<file path="config.mk">
export PLATFORM = sky130hd
export DESIGN_NAME = conv_event_queue_flat
export DESIGN_NICKNAME = d
export VERILOG_FILES = /design/src/rtl/conv_event_queue_if.sv /design/src/rtl/conv_event_queue.sv /design/src/flat_wrapper.sv
export SDC_FILE = /design/constraint.sdc
export NUM_CORES = 1
export LEC_CHECK = 0
export ABC_AREA = 1
export ABC_CLOCK_PERIOD_IN_PS = 3440
export CAP_MARGIN = 10
export CORE_MARGIN = 2
export CORE_UTILIZATION = 63
export CTS_BUF_LIST = sky130_fd_sc_hd__clkbuf_4
export CTS_CLUSTER_SIZE = 14
export DETAILED_ROUTE_END_ITERATION = 16
export PLACE_DENSITY = 0.83
export SLEW_MARGIN = 20
export SYNTH_ARGS = -nofsm -noshare
export SYNTH_HDL_FRONTEND = slang
export SYNTH_SLANG_ARGS = --single-unit
</file>
<file path="constraint.sdc">
create_clock -name clk -period 3.44 [get_ports clk]
set_input_delay 0.688 -clock clk [delete_from_list [all_inputs] [get_ports clk]]
set_output_delay 0.688 -clock clk [all_outputs]
set_load 0.005 [all_outputs]
</file>
<file path="src/rtl/conv_event_queue_if.sv">
// Event bus between the upstream encoder, the event queue and the convolution stage.
//
// Handshake rules:
//   Ingress : an event transfers on a rising clk edge where in_valid && in_ready.
//             in_ready is low whenever the queue is full; the producer must hold
//             in_valid and its fields stable until the transfer happens.
//   Egress  : event_out is meaningful only while event_valid is high, and it is
//             held stable until consumed. A one-cycle event_ack pulse at an edge
//             where event_valid is high consumes the head. An ack while
//             event_valid is low has no effect.
interface conv_event_queue_if #(
  parameter int COORD_BITS    = 8,
  parameter int IN_CHANNELS   = 2,
  parameter int TIMESTEP_BITS = 8
);
  localparam int EW = TIMESTEP_BITS + 2 * COORD_BITS + IN_CHANNELS;

  logic                   in_valid;
  logic                   in_ready;
  logic [COORD_BITS-1:0]  in_x;
  logic [COORD_BITS-1:0]  in_y;
  logic [IN_CHANNELS-1:0] in_spikes;
  logic [EW-1:0]          event_out;
  logic                   event_valid;
  logic                   event_ack;

  // Producer/consumer side (encoder plus convolution stage, or a bench).
  modport master (
    output in_valid, in_x, in_y, in_spikes, event_ack,
    input  in_ready, event_out, event_valid
  );

  // The event queue itself.
  modport slave (
    input  in_valid, in_x, in_y, in_spikes, event_ack,
    output in_ready, event_out, event_valid
  );
endinterface

</file>
<file path="src/rtl/conv_event_queue.sv">
// Event buffer in front of the 2D convolution stage.
// Filters out events with no active channel or with out-of-range coordinates,
// stamps survivors with the current timestep and queues them in a FIFO whose
// head is presented on a registered valid/ack port.
module conv_event_queue #(
  parameter int          IN_CHANNELS   = 2,
  parameter int unsigned IMG_WIDTH     = 32,
  parameter int unsigned IMG_HEIGHT    = 32,
  parameter int          COORD_BITS    = 8,
  parameter int          TIMESTEP_BITS = 8,
  parameter int          FIFO_DEPTH    = 16,
  parameter int          CNT_BITS      = 16
) (
  input  logic                          clk,
  input  logic                          rst_n,
  conv_event_queue_if.slave             bus,
  input  logic                          timestep_tick,
  output logic [$clog2(FIFO_DEPTH):0]   occupancy,
  output logic [TIMESTEP_BITS-1:0]      timestep,
  output logic [CNT_BITS-1:0]           empty_drop_count,
  output logic [CNT_BITS-1:0]           range_err_count
);

  localparam int PW = $clog2(FIFO_DEPTH);
  localparam int EW = TIMESTEP_BITS + 2 * COORD_BITS + IN_CHANNELS;
  localparam logic [PW:0] FULL_CNT = (PW + 1)'(FIFO_DEPTH);

  // Storage and FIFO control state.
  logic [EW-1:0]            mem [FIFO_DEPTH];
  logic [PW-1:0]            wr_ptr;
  logic [PW-1:0]            rd_ptr;
  logic [PW:0]              count;
  logic [TIMESTEP_BITS-1:0] ts_q;
  logic [CNT_BITS-1:0]      empty_cnt_q;
  logic [CNT_BITS-1:0]      range_cnt_q;

  // Registered view of the head.
  logic                     valid_q;
  logic [EW-1:0]            out_q;

  // Per-cycle decode.
  logic                     in_ready_w;
  logic                     in_hs;
  logic                     range_err;
  logic                     empty_spk;
  logic                     do_push;
  logic                     do_pop;
  logic [EW-1:0]            new_entry;
  logic [PW-1:0]            rd_ptr_next;
  logic [PW:0]              count_next;
  logic [EW-1:0]            head_next;

  // Full blocks intake even in a cycle that pops; space reopens the cycle after.
  assign in_ready_w = (count != FULL_CNT);
  assign in_hs      = bus.in_valid && in_ready_w;

  // Range errors win over empty-spike drops, so each event bumps one counter.
  assign range_err  = (32'(bus.in_x) >= IMG_WIDTH) || (32'(bus.in_y) >= IMG_HEIGHT);
  assign empty_spk  = (bus.in_spikes == '0);
  assign do_push    = in_hs && !range_err && !empty_spk;

  // Acks are only meaningful against a presented head.
  assign do_pop     = bus.event_ack && valid_q;

  // Stamp with the pre-increment timestep, even when a tick lands this cycle.
  assign new_entry  = {ts_q, bus.in_x, bus.in_y, bus.in_spikes};

  // Compute where the head will be after this edge so the output can be registered.
  always_comb begin
    rd_ptr_next = rd_ptr;
    count_next  = count;
    head_next   = '0;
    if (do_pop) begin
      rd_ptr_next = rd_ptr + PW'(1);
    end
    case ({do_push, do_pop})
      2'b10:   count_next = count + (PW + 1)'(1);
      2'b01:   count_next = count - (PW + 1)'(1);
      default: count_next = count;
    endcase
    // The slot being written this edge is the next head only when the queue
    // would otherwise be empty afterwards; bypass it so latency stays one cycle.
    if (do_push && (wr_ptr == rd_ptr_next)) begin
      head_next = new_entry;
    end else begin
      head_next = mem[rd_ptr_next];
    end
  end

  // Entry storage; no reset needed since occupancy gates every read.
  always_ff @(posedge clk) begin
    if (do_push) begin
      mem[wr_ptr] <= new_entry;
    end
  end

  // Pointers, occupancy and the registered head view.
  always_ff @(posedge clk or negedge rst_n) begin
    if (!rst_n) begin
      wr_ptr  <= '0;
      rd_ptr  <= '0;
      count   <= '0;
      valid_q <= 1'b0;
      out_q   <= '0;
    end else begin
      if (do_push) begin
        wr_ptr <= wr_ptr + PW'(1);
      end
      rd_ptr  <= rd_ptr_next;
      count   <= count_next;
      valid_q <= (count_next != '0);
      out_q   <= (count_next != '0) ? head_next : '0;
    end
  end

  // Timestep counter, wraps naturally at its width.
  always_ff @(posedge clk or negedge rst_n) begin
    if (!rst_n) begin
      ts_q <= '0;
    end else if (timestep_tick) begin
      ts_q <= ts_q + TIMESTEP_BITS'(1);
    end
  end

  // Saturating drop counters for filtered events.
  always_ff @(posedge clk or negedge rst_n) begin
    if (!rst_n) begin
      empty_cnt_q <= '0;
      range_cnt_q <= '0;
    end else if (in_hs) begin
      if (range_err) begin
        if (range_cnt_q != '1) begin
          range_cnt_q <= range_cnt_q + CNT_BITS'(1);
        end
      end else if (empty_spk) begin
        if (empty_cnt_q != '1) begin
          empty_cnt_q <= empty_cnt_q + CNT_BITS'(1);
        end
      end
    end
  end

  assign bus.in_ready    = in_ready_w;
  assign bus.event_valid = valid_q;
  assign bus.event_out   = out_q;

  assign occupancy        = count;
  assign timestep         = ts_q;
  assign empty_drop_count = empty_cnt_q;
  assign range_err_count  = range_cnt_q;

endmodule

</file>
<file path="src/flat_wrapper.sv">
// flat-port wrapper written by rule: the top's interface ports become plain ports
module conv_event_queue_flat 
#(
  parameter int          IN_CHANNELS   = 2,
  parameter int unsigned IMG_WIDTH     = 32,
  parameter int unsigned IMG_HEIGHT    = 32,
  parameter int          COORD_BITS    = 8,
  parameter int          TIMESTEP_BITS = 8,
  parameter int          FIFO_DEPTH    = 16,
  parameter int          CNT_BITS      = 16
)
  (clk, rst_n, timestep_tick, occupancy, timestep, empty_drop_count, range_err_count, bus_in_valid, bus_in_x, bus_in_y, bus_in_spikes, bus_event_ack, bus_in_ready, bus_event_out, bus_event_valid);
  conv_event_queue_if #(.COORD_BITS(COORD_BITS), .IN_CHANNELS(IN_CHANNELS), .TIMESTEP_BITS(TIMESTEP_BITS)) bus_i ();
  input  logic clk;
  input  logic rst_n;
  input  logic timestep_tick;
  output logic [$clog2(FIFO_DEPTH):0] occupancy;
  output logic [TIMESTEP_BITS-1:0] timestep;
  output logic [CNT_BITS-1:0] empty_drop_count;
  output logic [CNT_BITS-1:0] range_err_count;
  input wire logic [$bits(bus_i.in_valid)-1:0] bus_in_valid;
  input wire logic [$bits(bus_i.in_x)-1:0] bus_in_x;
  input wire logic [$bits(bus_i.in_y)-1:0] bus_in_y;
  input wire logic [$bits(bus_i.in_spikes)-1:0] bus_in_spikes;
  input wire logic [$bits(bus_i.event_ack)-1:0] bus_event_ack;
  output wire logic [$bits(bus_i.in_ready)-1:0] bus_in_ready;
  output wire logic [$bits(bus_i.event_out)-1:0] bus_event_out;
  output wire logic [$bits(bus_i.event_valid)-1:0] bus_event_valid;
  assign bus_i.in_valid = bus_in_valid;
  assign bus_i.in_x = bus_in_x;
  assign bus_i.in_y = bus_in_y;
  assign bus_i.in_spikes = bus_in_spikes;
  assign bus_i.event_ack = bus_event_ack;
  assign bus_in_ready = bus_i.in_ready;
  assign bus_event_out = bus_i.event_out;
  assign bus_event_valid = bus_i.event_valid;
  conv_event_queue #(.IN_CHANNELS(IN_CHANNELS), .IMG_WIDTH(IMG_WIDTH), .IMG_HEIGHT(IMG_HEIGHT), .COORD_BITS(COORD_BITS), .TIMESTEP_BITS(TIMESTEP_BITS), .FIFO_DEPTH(FIFO_DEPTH), .CNT_BITS(CNT_BITS)) u_core (.clk(clk), .rst_n(rst_n), .bus(bus_i), .timestep_tick(timestep_tick), .occupancy(occupancy), .timestep(timestep), .empty_drop_count(empty_drop_count), .range_err_count(range_err_count));
endmodule
</file>
==> After elaboration in Yosys (flattened, before gate mapping) <==
Memories as Yosys holds them, arrays and structs flattened.
Cells that the tools add are included.
{ "classes": {"magnitude_cmp": 2, "eq_ne": 6, "bitwise": 1, "add_sub_neg": 7, "reduce_logical": 12, "n_mux": 6} }
{ "op_table": {"columns": ["op", "count"], "rows": [
  ["2-to-1 mux 26 bit", 2],
  ["adder 16 x 1 -> 16 bit (second input constant)", 2],
  ["!= test 16 bit (second input constant)", 2],
  ["greater-or-equal comparator 8 x 6 -> 1 bit (second input constant)", 2],
  ["case mux 5 bit (2 select lines)", 1],
  ["adder 4 x 1 -> 4 bit (second input constant)", 2],
  ["adder 8 x 1 -> 8 bit (second input constant)", 1],
  ["adder 5 x 1 -> 5 bit (second input constant)", 1],
  ["logical AND 1 bit", 5],
  ["!= test 5 bit (second input constant)", 1],
  ["nonzero test 5 bit", 1],
  ["subtractor 5 x 1 -> 5 bit (second input constant)", 1],
  ["equality test 4 bit", 1],
  ["2-to-1 mux 4 bit", 1],
  ["AND reduction 4 bit", 1],
  ["AND reduction 3 bit", 1],
  ["equality test 2 x 1 -> 1 bit (second input constant)", 1],
  ["equality test 2 bit (second input constant)", 1],
  ["logical NOT 1 bit", 2],
  ["logical NOT 2 bit", 1],
  ["2-to-1 mux 1 bit", 2],
  ["logical OR 1 bit", 1],
  ["NOT 1 bit", 1]
]} }
{ "word_totals": {"mem_bits_rw": 416, "regBits": 80, "out_inout_bits": 73, "input_bits": 23, "n_memories": 1, "wordCells": 43} }
{ "memory_table": {"columns": ["memory", "depth", "width", "read_ports", "rd_clocked_by_memory_dff", "write_ports", "line_no", "source"], "rows": [
  ["u_core.mem", 16, 26, 1, 0, 1, "conv_event_queue.sv:29", "logic [EW-1:0] mem [FIFO_DEPTH];"]
]} }

==> Logic depth before layout (Yosys ltp) <==
Gate-level depths: netlist of the first run.
{ "depth": {"depth_word": 9, "ltp_mapped": 19, "depth_no_buf": 17} }

==> Worst setup path after synthesis of the first run <==
No wires, ideal clock.
{ "synth_path": {"path_kind": "input port to flip-flop", "start": "input bus_in_y[6]", "end": "memory u_core.mem[0][0] (netlist name), enable pin", "setup_slack_ns": 0.174, "t_required_ns": 3.031, "setup_time_ns": 0.409, "arrival_time_ns": 2.857, "cell_stages": 9, "n_path_buf": 2, "path_cell_list": "nor3_1 -> nand3_1 -> nor2_1 -> nand2_1 -> inv_1 -> buf_2 -> buf_2 -> nand2_1 -> nor2_1"} }
{ "synth_between": {"elab_chain_len": 7} }
{ "synth_rtl": {"columns": ["element", "line_no", "source"], "rows": [
  ["from (decl)", "flat_wrapper.sv:23", "input wire logic [$bits(bus_i.in_y)-1:0] bus_in_y;"],
  ["greater-or-equal comparator 8 x 6 -> 1 bit", "conv_event_queue.sv:58", "assign range_err = (32'(bus.in_x) >= IMG_WIDTH) || (32'(bus.in_y) >= IMG_HEIGHT);"],
  ["logical OR 1 bit", "conv_event_queue.sv:58", null],
  ["logical NOT 1 bit", "conv_event_queue.sv:60", "assign do_push = in_hs && !range_err && !empty_spk;"],
  ["logical AND 1 bit (2 in series)", "conv_event_queue.sv:60", null],
  ["2-to-1 mux 1 bit", "conv_event_queue.sv:92", "if (do_push) begin"],
  ["2-to-1 mux 1 bit (not written as such)", "conv_event_queue.sv:93", "mem[wr_ptr] <= new_entry;"],
  ["to (decl)", "conv_event_queue.sv:29", null]
]} }
No other way between the ends.

==> Worst setup path after layout of the first run <==
{ "layout_path": {"start": "input bus_in_y[6]", "end": "register u_core.out_q[5] (netlist: u_core.bus.event_out[5])"} }
{ "layout_between": {"elab_chain_len": 9, "elab_cells_between_ends": 12, "classes_between": "order compare (1); eq/ne (2); mux (3); reduce/logical (6)"} }
{ "layout_rtl": {"columns": ["element", "line_no", "source"], "rows": [
  ["greater-or-equal comparator 8 x 6 -> 1 bit *", "conv_event_queue.sv:58", null],
  ["logical OR 1 bit *", "conv_event_queue.sv:58", null],
  ["logical NOT 1 bit *", "conv_event_queue.sv:60", null],
  ["logical AND 1 bit * (2 in series)", "conv_event_queue.sv:60", null],
  ["equality test 2 x 1 -> 1 bit or equality test 2 bit (tied branches)", "conv_event_queue.sv:76", "case ({do_push, do_pop})"],
  ["case mux 5 bit (2 select lines) *", "conv_event_queue.sv:76", null],
  ["net u_core.count_next[1]", "conv_event_queue.sv:50", "logic [PW:0] count_next;"],
  ["nonzero test 5 bit *", "conv_event_queue.sv:112", "out_q <= (count_next != '0) ? head_next : '0;"],
  ["2-to-1 mux 26 bit *", "conv_event_queue.sv:112", null],
  ["to (signal assigned)", "conv_event_queue.sv:112", null],
  ["to (decl)", "conv_event_queue.sv:39", "logic [EW-1:0] out_q;"]
]} }
The timed path passes the listed nets; every way through them passes the cells marked *.
A chain may end at the register's enable or synchronous reset.

==> results of run 1 <==
==> layout make-up <==
| cell class | instances | area, um2 | area share, % |
|---|---|---|---|
| clock buffer | 183 | 1370 | 5.58 |
| timing repair buffer | 175 | 1990 | 8.09 |
| multi-input combinational | 1185 | 5800 | 23.5 |
| tap | 442 | 553 | 2.24 |
| clock inverter | 35 | 186 | 0.757 |
| antenna | 1 | 2.50 | 0.0102 |
| inverter | 64 | 240 | 0.975 |
| sequential | 496 | 14500 | 58.8 |
==> per-layer routing <==
layer / up-vias / global-route usage, % / wire [um] / share of wire [%]
met2: 1163 / 51.1 / 26200 / 48
li1: 7027 / - / - / -
met3: 172 / 7.28 / 6550 / 12
met1: 7448 / 41.7 / 19600 / 36
met5: - / 0 / 0 / 0
met4: 0 / 17.2 / 2320 / 4.2
==> stage by stage <==
stage / setup TNS [ns] / hold WS (ns) / util, % / area [um2]
after floorplan: 0 / 0.392 / - / 20900
after global placement: -9.29 / 0.504 / 70.7 / 23100
after detailed placement: -11.75 / 0.521 / 70.7 / 23100
after CTS: 0 / 0.0809 / 75.5 / 24600
after global routing: 0 / 0.573 / 75.5 / 24600
final: 0 / 0.526 / 75.5 / 24600
==> flip-flops by register name, indices dropped and copies added, names as in the netlist, 4 cells and up <==
register	flops
u_core.mem	416
u_core.wr_ptr	4
u_core.occupancy	5
u_core.timestep	8
u_core.bus.event_out	26
u_core.rd_ptr	4
u_core.empty_drop_count	16
u_core.range_err_count	16
==> cell families after synthesis <==
family / count (synthesis) / share of synthesized area (%)
compound gates: 20 / 0.515
flops: 496 / 69.4
mux: 1 / 0.0479
xor+xnor: 44 / 1.84
fa+ha+maj: 11 / 0.659
simple gates: 1109 / 23.9
buf+inv: 178 / 3.68
==> how the worst max path moves through the flow <==
stage | to | slack [ns] | depth (start not counted)
floorplan | u_core.mem[0][0] | 0.17 | 9
global placement | u_core.bus.event_out[12] | -0.37 | 16
detailed placement | u_core.bus.event_out[6] | -0.47 | 16
CTS | u_core.bus.event_out[5] | 0.31 | 16
global route | u_core.bus.event_out[5] | 0.05 | 16
finish | u_core.bus.event_out[5] | 0.28 | 16
==> cells in the final DEF, fill, tap and decap left out, drive strengths merged <==
cell type      netlist  layout
a21boi               1       1
a21oi                1       1
a41oi                1       1
buf                 68      80
bufinv               0       2
clkbuf              46     183
clkdlybuf4s50        0      94
clkinv               1      32
dfrtp               80      80
diode                0       1
dlygate4sd3          0       1
edfxtp             416     416
ha                  11      11
inv                 63      65
mux2i                1       1
nand2              427     427
nand3              554     554
nand3b               3       3
nand4               32      32
nor2                76      76
nor3                13      13
nor3b                2       2
nor4                 1       1
o21ai               16      16
o22ai                1       1
or2                  1       1
xnor2               15      15
xor2                29      29
==> power by group <==
| part | switching, mW | internal (mW) |
|---|---|---|
| clock network | 2.25 | 2.56 |
| registers | 0.434 | 7.08 |
| logic | 5.24 | 2.71 |
==> results.yml, run 1 <==
hold_path:
  min_path_type: "input pin to async pin"
setup_path:
  cp-end-kind: "flop"
  path_common_cell: "nor2_1"
  path_cells: "clkdlybuf4s50_1 -> nor3_1 -> nand3_1 -> nor2_1 -> nand2_1 -> ha_1 -> xor2_1 -> ha_1 -> mux2i_1 -> inv_1 -> or2_2 -> nor2_1 -> nand3_1 -> nor2_2 -> buf_4 -> nor2_1"
  arrival_ns: 3.81
  critPathRequiredTime_ns: 4.09
  path_buf_inv: 3
  crit_family: "simple AND/OR/NAND/NOR gates"
  reg2reg_slack_ns: 0.43
  cp_slowest_stage_delay_ns: 0.43
  cp_max_fo: 17
  slowest_stage: "clkdlybuf4s50_1"
  critPathKind: "input pin to flop"
  cp-start-kind: "input pin"
  timing.rr.start: "u_core.occupancy[2]"
  startpoint: "bus_in_y[6]"
  r2r_cells: 16
  reg2reg_to: "u_core.bus.event_out[5]"
synthesis:
  synth.largest_area_cell: "edfxtp_1"
  ys_top_cells_by_count: "nand3_1 (553), nand2_1 (425), edfxtp_1 (416)"
  yosysTopAreaCellShare_pct: 59.8
  synth_nets: 1893
  synth_edf_count: 416
  synth.avg_cell_area_um2: 11.2
  synth.most_common_cell: "nand3_1"
  synth_cells: 1859
  ys_types: 32
  async_flop_share_pct: 16.1
  synth_area_leaders: "edfxtp_1 (60%), nand3_1 (13%), dfrtp_1 (9.6%)"
  seq_area_frac_synth_pct: 69.4
  ys_ff_latch: 496
  syn_area_um2: 20900
  ys_warn_count: 0
  synth_ff_type: "edfxtp_1"
placed_design:
  port_buffers: 95
  gp_congestion: 0.873
  dp_hpwl_um: 30800
  dp_cells: 2361
  post-place-ws_ns: -0.474
routing:
  ant_nets: 0
  dr.first_iter.drc_count: 2300
  wl_um: 54700
  wl_per_cell_um: 21.2
  drc: 0
  vias_per_cell: 6.13
  vias: 15800
  firstDrtPassIters: 6
timing:
  finalHoldViolCount: 0
  max_freq_ghz: 0.316
  clock_skew_ns: 0.0706
  maxSlewHeadroom_pct: 46.7
  fin_crit_ns: 3.16
  period_share_pct: 91.9
  setup_viol: 0
  worst_pin_slew_ns: 0.800
  maxSlewViolCount: 0
  timing.final.ws_setup_ns: 0.277
  rsz0062_at_grt: "no"
floorplan:
  fp-row-count: 66
  io_pins: 96
  die-area_um2: 34600
  core_um2: 32600
  start_util_pct: 64.1
  die_w_um: 186
  die_y_um: 186
cts:
  path_clk_slew_ns: 0.06
  clk_path_buf_depth: 3
  cts_hold_buf: 0
  cts_root_buf: "clkbuf_4"
  ctsResizeCount: 0
  postCtsSetupBuffers: 0
  cts_tree: "yes"
  clk_latency_ns: 0.80
  cts.sinks: 496
  cts_buffers: 116
  cts.htree.levels: 3
grt:
  overflow: 0
  grt_usage_pct: 32.1
  grt_pass1_wl_um: 83400
  grt_max_degree: 161
  first_global_vias: 15600
  grt_antenna_before_repair: 1
final_layout:
  final_cells: 2581
  syn2layout_area_growth_pct: 17.9
  drive_above_1_share_pct: 13.8
  num-fill-cells: 1985
  nets: 2072
power_and_ir_drop:
  p_total_mw: 20.3
  powerDensity_nw_per_um2: 823
  leakage_nw: 9.38
  ir_drop_mv: 0.682
run:
  maxCapViolCount: 0
status:
  status: "finished, final reports clean"
Note: power is estimated with default switching activity, not from simulation.
==> run 2: changes to the inputs <==
--- a/config.mk
+++ b/config.mk
@@ -14,6 +14,7 @@
 export CTS_CLUSTER_SIZE = 14
 export DETAILED_ROUTE_END_ITERATION = 16
 export PLACE_DENSITY = 0.83
+export RECOVER_POWER = 25
 export SLEW_MARGIN = 20
 export SYNTH_ARGS = -nofsm -noshare
 export SYNTH_HDL_FRONTEND = slang
==> run 2 against run 1 <==
Utilization shrank 0.11 points. Register-to-register slack is essentially flat. Hold slack lost 0.0054 ns. Fmax shrank 0.68%. Clock power is essentially flat. Clock skew shrank 0.0015 ns. Non-clock buffer count is the same. Wire length shrank 0.16%. Final cell count is the same. Total power shrank 0.12%. Die area is the same. Count of clock-buffer cells in the layout is the same. Highest routed layer is now met5.
==> results.yml, run 2 (synthesis gave the netlist of run 1 again) <==
setup_path:
  startpoint: "bus_in_y[6]"
  cp-start-kind: "input pin"
  crit_family: "simple AND/OR/NAND/NOR gates"
  timing.rr.start: "u_core.occupancy[2]"
  path_cells: "clkdlybuf4s50_1 -> nor3_1 -> nand3_1 -> nor2_1 -> nand2_1 -> ha_1 -> xor2_1 -> ha_1 -> mux2i_1 -> inv_1 -> or2_2 -> nor2_1 -> nand3_1 -> nor2_2 -> buf_4 -> nor2_1"
  cp-end-kind: "flop"
  critPathKind: "input pin to flop"
  r2r_cells: 16
  critPathRequiredTime_ns: 4.09
  slowest_stage: "clkdlybuf4s50_1"
  cp_slowest_stage_delay_ns: 0.43
  path_common_cell: "nor2_1"
  cp_max_fo: 17
  arrival_ns: 3.84
  path_buf_inv: 3
  path_depth: 16
power_and_ir_drop:
  clkPwrFrac_pct: 23.8
  leakage_nw: 9.35
  p_total_mw: 20.3
  power.switching_mw: 7.92
  comb_power_share_pct: 39.1
  power.share.sequential_pct: 37.1
  cell_internal_pwr_mw: 12.3
  powerDensity_nw_per_um2: 823
  ir_drop_mv: 0.677
  switching_share_pct: 39.1
routing:
  wl_per_cell_um: 21.2
  vias_per_cell: 6.12
  vias: 15800
  ant_nets: 0
  wl_um: 54600
  dr.first_iter.drc_count: 2313
  drc: 0
  firstDrtPassIters: 8
grt:
  first_global_vias: 15600
  grt_pass1_wl_um: 83400
  grt_usage_pct: 32.1
  overflow: 0
  grt_antenna_before_repair: 2
  grt_max_degree: 161
placed_design:
  placed_cell_area_um2: 23100
  post-place-ws_ns: -0.474
  port_buffers: 95
  gp_congestion: 0.873
  dp_hpwl_um: 30800
final_layout:
  final-seq-area_um2: 14500
  layout_commonest_cell: "nand3_1"
  mostFrequentLayoutCells: "nand3_1 (553), nand2_1 (423), edfxtp_1 (416)"
  largest_register: "u_core.mem"
  multi_input_area_um2: 5800
  drive_above_1_share_pct: 13.4
  largest_reg_flops: 416
  num-fill-cells: 1998
  postLayoutCellArea_um2: 24600
  nets: 2072
  syn2layout_area_growth_pct: 17.8
floorplan:
  fp-row-count: 66
  die-area_um2: 34600
  start_util_pct: 64.1
  io_pins: 96
  core_um2: 32600
  die_w_um: 186
  die_y_um: 186
cts:
  cts_buffers: 116
  cts.sinks: 496
  postCtsSetupBuffers: 0
  cts_root_buf: "clkbuf_4"
  clk_latency_ns: 0.81
  cts.htree.levels: 3
  clk_path_buf_depth: 3
  path_clk_slew_ns: 0.06
  cts_tree: "yes"
timing:
  clock_skew_ns: 0.0691
  fin_crit_ns: 3.18
  maxSlewHeadroom_pct: 46.4
  timing.final.ws_setup_ns: 0.255
  max_freq_ghz: 0.314
  period_share_pct: 92.6
  setup_viol: 0
  fin_hold_ws_ns: 0.520
  worst_pin_slew_ns: 0.804
  maxSlewViolCount: 0
  finalHoldViolCount: 0
  rsz0062_at_grt: "no"
hold_path:
  min_path_type: "input pin to async pin"
status:
  status: "finished, final reports clean"
run:
  maxCapViolCount: 0
[run 2: final timing paths]
kind | to | slack (ns)
min in group clk | u_core.range_err_count[4] | 0.53
worst min-delay path | u_core.bus.event_out[2] | 0.52
max in group asynchronous | u_core.bus.event_out[9] | 2.33
worst min register to register | u_core.range_err_count[4] | 0.53
worst max register to register | u_core.bus.event_out[5] | 0.42
worst max-delay path | u_core.bus.event_out[5] | 0.26
[run 2: area by class of cell]
class                           instances  area share [%]
Clock inverter                         35           0.758
Timing Repair Buffer                  175            7.95
Multi-Input combinational cell       1185            23.6
Clock buffer                          183            5.58
Sequential cell                       496            58.9
Antenna cell                            1          0.0102
Tap cell                              442            2.25
Inverter                               64           0.976
[run 2: metal layers]
layer  wire [um]  global-route usage [%]  up-vias
met2       26000                    51.1     1146
met1       19500                    41.7     7433
met5          10                       0        -
li1            -                       -     7021
met3        6580                    7.28      190
met4        2470                    17.2        2
[run 2: repair_timing]
action                                 CTS  global route
gates resized for setup                  0             0
hold buffers                             0             1
endpoints found under the hold margin    0            23
[run 2: metrics by stage]
step                setup TNS, ns  utilization, %  std cells
detailed placement         -11.75            70.7       2361
floorplan                       0               -       1859
global route                    0            75.4       2581
CTS                             0            75.5       2579
global placement            -9.29            70.7       2361
finish                          0            75.4       2581
[run 2: worst register-to-register path, cell delays in order, from the launching register on]
cell and delay (ns):
dfrtp_1 0.47, inv_1 0.11, nand4_1 0.13, nand2_1 0.11, nor2_1 0.10, nand2_1 0.08, ha_1 0.22, xor2_1 0.20
ha_1 0.28, mux2i_1 0.14, inv_1 0.07, or2_2 0.28, nor2_1 0.10, nand3_1 0.09, nor2_2 0.16, buf_4 0.27
nor2_1 0.09
[run 2: power groups by stage]
| stage | sequential, mW | combinational (mW) | clock, mW |
|---|---|---|---|
| 3_5_place_dp | 7.62 | 7.74 | 0 |
| 4_1_cts | 7.50 | 7.82 | 4.86 |
| 3_3_place_gp | 7.60 | 7.46 | 0 |
| 6_report | 7.51 | 7.92 | 4.81 |
| 2_1_floorplan | 7.54 | 4.88 | 0 |
| 5_1_grt | 7.56 | 8.59 | 5.17 |
